<file path="src/rtl/adder_sched_pkg.sv">
// Shared types and the round-robin search used by the adder scheduler.
package adder_sched_pkg;
  typedef logic signed [15:0] sample_t;
  typedef sample_t [3:0]      bundle_t;

  localparam int MAX_NREQ = 16;

  typedef struct packed {
    logic       found;
    logic [3:0] idx;
  } pick_t;

  // First valid index searching ptr, ptr+1, ... modulo n.
  function automatic pick_t rr_pick(input logic [MAX_NREQ-1:0] valid,
                                    input logic [3:0] ptr, input int n);
    pick_t p;
    int    j;
    p = '0;
    for (int k = 0; k < MAX_NREQ; k++) begin
      j = (int'(ptr) + k) % n;
      if (k < n && !p.found && valid[j]) begin
        p.found = 1'b1;
        p.idx   = 4'(j);
      end
    end
    return p;
  endfunction
endpackage

</file>
<file path="src/rtl/adder_block.sv">
// 4-input signed averaging tree: floor((floor((a+b)/2) + floor((c+d)/2))/2), one register.
module adder_block
  import adder_sched_pkg::*;
(
  input  logic    clk,
  input  sample_t a,
  input  sample_t b,
  input  sample_t c,
  input  sample_t d,
  output sample_t outp
);
  logic signed [16:0] sab, scd, sh;
  sample_t hab, hcd;

  // Dropping bit 0 of a signed sum is a floor divide by two.
  always_comb begin
    sab = {a[15], a} + {b[15], b};
    scd = {c[15], c} + {d[15], d};
    hab = sab[16:1];
    hcd = scd[16:1];
    sh  = {hab[15], hab} + {hcd[15], hcd};
  end

  always_ff @(posedge clk) outp <= sh[16:1];
endmodule

</file>
<file path="src/rtl/adder_sched_fifo.sv">
// 2-entry result FIFO of {id, sample}; slot 0 is the registered head.
module adder_sched_fifo
  import adder_sched_pkg::*;
#(
  parameter int IDW = 2
) (
  input  logic           clk,
  input  logic           reset_n,
  input  logic           push,
  input  logic [IDW-1:0] push_id,
  input  sample_t        push_data,
  input  logic           pop,
  output logic [1:0]     count,
  output logic [IDW-1:0] head_id,
  output sample_t        head_data
);
  logic [IDW-1:0] id_q   [2];
  sample_t        data_q [2];

  always_ff @(posedge clk or negedge reset_n) begin
    if (!reset_n) begin
      count <= '0;
      for (int i = 0; i < 2; i++) begin
        id_q[i]   <= '0;
        data_q[i] <= '0;
      end
    end else begin
      case ({push, pop})
        2'b10: begin
          if (count == 2'd0) begin
            id_q[0] <= push_id; data_q[0] <= push_data;
          end else begin
            id_q[1] <= push_id; data_q[1] <= push_data;
          end
          count <= count + 2'd1;
        end
        2'b01: begin
          id_q[0] <= id_q[1]; data_q[0] <= data_q[1];
          count   <= count - 2'd1;
        end
        2'b11: begin
          if (count == 2'd1) begin
            id_q[0] <= push_id; data_q[0] <= push_data;
          end else begin
            id_q[0] <= id_q[1]; data_q[0] <= data_q[1];
            id_q[1] <= push_id; data_q[1] <= push_data;
          end
        end
        default: ;
      endcase
    end
  end

  assign head_id   = id_q[0];
  assign head_data = data_q[0];

  overflow_a: assert property (@(posedge clk) disable iff (!reset_n)
    !(push && !pop && count == 2'd2));
endmodule

</file>
<file path="src/rtl/adder_sched.sv">
// Round-robin scheduler sharing one adder_block among NREQ requesters, results via 2-entry FIFO.
module adder_sched
  import adder_sched_pkg::*;
#(
  parameter int NREQ = 4,
  parameter int IDW  = $clog2(NREQ)
) (
  input  logic              clk,
  input  logic              reset_n,
  input  logic [NREQ-1:0]   req_valid,
  input  logic [NREQ*64-1:0] req_data,
  output logic [NREQ-1:0]   req_ready,
  output logic              out_valid,
  output logic [15:0]       out_data,
  output logic [IDW-1:0]    out_id,
  input  logic              out_ready
);
  logic [IDW-1:0] rr, g, id_pipe;
  logic           inflight, pop, allow, hs;
  logic [1:0]     count;
  pick_t          pick;
  bundle_t        bsel;
  sample_t        sum, head_data;

  assign pick = rr_pick(MAX_NREQ'(req_valid), 4'(rr), NREQ);
  assign g    = IDW'(pick.idx);
  assign pop  = out_valid & out_ready;
  // Accept only if the result will find room: FIFO + in-flight - pop must leave a slot.
  assign allow = ({1'b0, count} + {2'b0, inflight}) <= (3'd1 + {2'b0, pop});

  always_comb begin
    req_ready = '0;
    if (reset_n && allow && pick.found) req_ready[g] = 1'b1;
  end

  assign hs = |(req_valid & req_ready);

  always_comb begin
    bsel = '0;
    for (int i = 0; i < NREQ; i++)
      if (req_ready[i]) bsel = req_data[64*i +: 64];
  end

  adder_block u_add (
    .clk  (clk),
    .a    (bsel[0]),
    .b    (bsel[1]),
    .c    (bsel[2]),
    .d    (bsel[3]),
    .outp (sum)
  );

  always_ff @(posedge clk or negedge reset_n) begin
    if (!reset_n) begin
      rr       <= '0;
      inflight <= 1'b0;
      id_pipe  <= '0;
    end else begin
      inflight <= hs;
      if (hs) begin
        rr      <= (g == IDW'(NREQ-1)) ? '0 : g + 1'b1;
        id_pipe <= g;
      end
    end
  end

  adder_sched_fifo #(.IDW(IDW)) u_fifo (
    .clk       (clk),
    .reset_n   (reset_n),
    .push      (inflight),
    .push_id   (id_pipe),
    .push_data (sum),
    .pop       (pop),
    .count     (count),
    .head_id   (out_id),
    .head_data (head_data)
  );

  assign out_valid = (count != 2'd0);
  assign out_data  = head_data;
endmodule
</file>
<file path="config.mk">
export PLATFORM = sky130hd
export DESIGN_NAME = adder_sched
export DESIGN_NICKNAME = d
export VERILOG_FILES = /design/src/rtl/adder_sched_pkg.sv /design/src/rtl/adder_block.sv /design/src/rtl/adder_sched_fifo.sv /design/src/rtl/adder_sched.sv
export SDC_FILE = /design/constraint.sdc
export NUM_CORES = 1
export LEC_CHECK = 0
export CAP_MARGIN = 40
export CORE_MARGIN = 2
export CORE_UTILIZATION = 45
export DETAILED_ROUTE_END_ITERATION = 8
export PLACE_DENSITY = 0.84
export SLEW_MARGIN = 25
export SYNTH_ARGS = -nofsm -noshare
export SYNTH_HDL_FRONTEND = slang
export SYNTH_HIERARCHICAL = 1
export SYNTH_SLANG_ARGS = --single-unit
export TNS_END_PERCENT = 1
</file>
<file path="constraint.sdc">
create_clock -name clk -period 6.5 [get_ports clk]
set_clock_uncertainty 0.15 [all_clocks]
set_input_delay 1.625 -clock clk [delete_from_list [all_inputs] [get_ports clk]]
set_output_delay 1.625 -clock clk [all_outputs]
set_load 0.005 [all_outputs]
</file>
==> results.ini <==
[drt]
drtIter0Drc = 516
via_count = 8182
wl_met1_microns = 10500
antenna_left = 0
wire_per_inst_microns = 18.4
drc_errors = 0
route.met3.wl_microns = 1660
via_per_inst = 5.82
wirelength_microns = 25900
top_layer = met4
first_pass_iters = 5
met2WireLength_microns = 12900

[sta]
max_freq_mhz = 157
slew_headroom_pct = 51.1
min_period_ns = 6.36
holdWs_ns = 0.322
fin_crit_sh_pct = 97.8
setup_viol = 0
tightestPinTransition_ns = 0.732
hold_viol_final = 0
slew_viol_final = 0

[clocking]
ctsHoldBuffers = 0
clk-insertion-delay-late_ns = 0.32
clock_sinks = 59
clockBufferDepth = 2
clk_pin_slew_ns = 0.05
cts_tree = built
cts.htree.levels = 3
cts-buffers-inserted = 9
clockRootBuffer = clkbuf_16

[synth]
synth_simple_gate_area_share_pct = 11.4
synth_compound_area_share_pct = 39.8
synth_top_family_by_area = compound AO/OA/AOI/OAI gates
synth_top_area_cell = dfrtp_1
syn_nets = 1179
synth.top_cell.area_share_pct = 15.7
synth_common_cells = 119 x a21oi_1, 95 x nand2_1, 66 x a221o_1, 66 x o211ai_1, 58 x ha_1
synth_area_leaders = dfrtp_1 16%, ha_1 11%, a221o_1 9.6%
seq_area_frac_synth_pct = 20.4
synth_edf_count = 0
ys_ff_latch = 59
post_synth_xor_area_fraction_pct = 4.99
synth.avg_cell_area_sq_um = 8.02
synthArstFlopShare_pct = 72.9
synthAdderAreaFrac_pct = 11.8
synth.most_common_cell = a21oi_1
synthFlopType = dfrtp_1
yosys_warnings = 6
synthCells = 854
synth_mux_area_share_pct = 3.76
syn_area_sq_um = 6850
ys_types = 61

[die]
initial_utilization_pct = 45.6
io_pins = 286
die_x_microns = 127
dieHeight_microns = 127
die-area_sq_um = 16200
num_rows = 45
core-area_sq_um = 15000

[flow_run]
cap_violations = 0

[grt]
grt_max_degree = 44
grt_overflow = 0
grt_pass1_wl_microns = 38600
track_usage_pct = 29.6
grt_pass1_vias = 7827
antenna_found_initial = 0

[setup_path]
cpPeakStageDelay_ns = 0.49
r2r_slack_ns = 0.76
path_delay_family = compound AO/OA/AOI/OAI gates
critPathArrivalTime_ns = 6.41
ff2ff_path_depth = 22
timing.rr.start = u_fifo/count[0]$_DFFE_PN0P_
critPathLaunchType = input port
path_cells = clkbuf_2, nand2_2, inv_2, fa_1, or3b_4, a221o_2, a21oi_2, nand2_2, fa_2, nor2b_4, o21ai_2, and2_4, o21a_1, a2111o_1, o211ai_1, ha_1, and4_1, o21ai_1, a21oi_2, a2111oi_4, o21bai_1, xor2_1
path_max_fanout = 5
path_class = in -> reg
r2r_end = u_add/outp[12]$_DFF_P_
crit_path_end_kind = register
cp_num_buf_inv = 2
crit_required_ns = 6.55
crit_slowest_cell = a221o_2

[pwr]
pwr-share-seq_pct = 11.7
power.internal_mw = 3.32
p_per_area_nw_per_um2 = 534
p_leak_nw = 4.70
finalPower_mw = 6.02
switchingPower_mw = 2.70
power_frac_clock_pct = 7.6
vdd_ir_drop_max_mv = 0.284
comb_power_share_pct = 80.8
switching_share_pct = 44.8

[cells_and_area]
regArea_sq_um = 1400
drive_gt1_share_pct = 19.9
post-route-util_pct = 75.0
diodes = 0
fin_nets = 1539
areaGrowthSynthToFinish_pct = 64.6
nFillCells = 1089
multi_input_area_sq_um = 5140
final_cell_area_sq_um = 11300

[hold_path]
min_to = u_fifo/data_q[6]$_DFFE_PN0P_
hp-class = reg -> reg
worstHoldPathCells = 1
hp-start = u_add/outp[6]$_DFF_P_

[outcome]
status = finished, final reports clean

[place]
placed_cell_area_sq_um = 10600
gp_congestion = 1.02
hpwl_microns = 20600
portBuffers = 285

[area by class of cell]
| class | count | share of cell area [%] |
|---|---|---|
| Tap cell | 188 | 2.09 |
| Clock buffer | 11 | 2.15 |
| Clock inverter | 5 | 0.466 |
| Timing Repair Buffer | 430 | 36.3 |
| Multi-Input combinational cell | 682 | 45.6 |
| Inverter | 32 | 1.07 |
| Sequential cell | 59 | 12.4 |
[worst max path at each step]
| stage | from | to | slack [ns] | cells after the start |
|---|---|---|---|---|
| CTS | req_valid[3] | u_add/outp[12]$_DFF_P_ | 0.006 | 27 |
| global placement | out_ready | u_add/outp[13]$_DFF_P_ | -0.33 | 23 |
| global route | req_valid[1] | u_add/outp[12]$_DFF_P_ | -0.05 | 26 |
| finish | out_ready | u_add/outp[12]$_DFF_P_ | 0.14 | 22 |
| detailed placement | out_ready | u_add/outp[14]$_DFF_P_ | -0.49 | 22 |
| floorplan | out_ready | u_add/outp[14]$_DFF_P_ | 0.07 | 23 |
[layer usage]
layer / vias up / global-route usage (%)
met5: - / 0
met2: 334 / 53.3
met3: 58 / 4.44
li1: 3953 / -
met4: 0 / 9.44
met1: 3837 / 36.2
[placed cells by master (no fill, tap or decap), types with 5 or more instances in the layout]
master	synthesis	routed
nor2_1	28	27
mux2_1	18	18
ha_1	58	54
a21o_1	15	15
dfrtp_1	43	43
xnor2_1	26	26
a21oi_1	119	100
nand3_1	5	5
clkbuf_16	0	11
nor2b_1	9	6
nand2_1	95	92
buf_4	18	133
a21oi_2	2	20
o21a_1	10	10
inv_1	32	28
a221o_1	66	66
a31oi_1	15	13
o21ai_0	50	47
a31oi_2	10	12
o211ai_1	66	66
clkdlybuf4s50_1	0	279
xor2_1	13	13
buf_12	0	8
dfxtp_1	16	16
[registers in the layout, summed over array words and instances, names as in the netlist]
| register | flops |
|---|---|
| u_fifo/count | 2 |
| u_add/outp | 16 |
| id_pipe | 2 |
| u_fifo/head_id | 2 |
| u_fifo/head_data | 16 |
| u_fifo/id_q | 2 |
| inflight | 1 |
| u_fifo/data_q | 16 |
| rr | 2 |
[worst reg2reg max path, stage by stage (launching register included)]
cell and delay, ns:
dfrtp_1 0.45, or2_2 0.32, nand2_2 0.07, inv_2 0.04
fa_1 0.46, or3b_4 0.45, a221o_2 0.49, a21oi_2 0.19
nand2_2 0.09, fa_2 0.42, nor2b_4 0.12, o21ai_2 0.08
and2_4 0.17, o21a_1 0.21, a2111o_1 0.43, o211ai_1 0.13
ha_1 0.30, and4_1 0.18, o21ai_1 0.10, a21oi_2 0.07
a2111oi_4 0.37, o21bai_1 0.15, xor2_1 0.18
[through the flow]
step                      setup slack (ns)  TNS (ns)  cells
final                                0.143         0   1407
after floorplan                     0.0670         0    854
after global placement              -0.332     -2.27   1376
after global routing               -0.0456   -0.0456   1407
after detailed placement            -0.493     -3.73   1376
after CTS                          0.00582         0   1396
[power by group through the flow]
stage / combinational (mW) / clock (mW) / sequential, mW
floorplan: 2.84 / 0 / 0.655
global placement: 4.31 / 0 / 0.684
detailed placement: 4.40 / 0 / 0.696
CTS: 4.56 / 0.461 / 0.696
global route: 5.28 / 0.480 / 0.719
finish: 4.87 / 0.455 / 0.702
[timing repair]
item                                   4_1_cts  5_1_grt
resized for setup                           13       54
setup endpoints to repair                   10       14
setup buffers                                3        7
cloned                                       1        3
endpoints found under the hold margin        0        0
pin swaps                                   11       36
[cell families (layout without fill, tap and decap cells)]
| logic type | Yosys count | in the layout |
|---|---|---|
| AO/OA/AOI/OAI | 385 | 386 |
| flip-flops | 59 | 59 |
| adder cells (fa/ha/maj) | 62 | 62 |
| XOR/XNOR | 39 | 39 |
| AND/OR/NAND/NOR | 172 | 172 |
| buffers and inverters | 114 | 478 |
| multiplexers | 23 | 23 |
No activity file was read; power rests on OpenSTA's default activity.
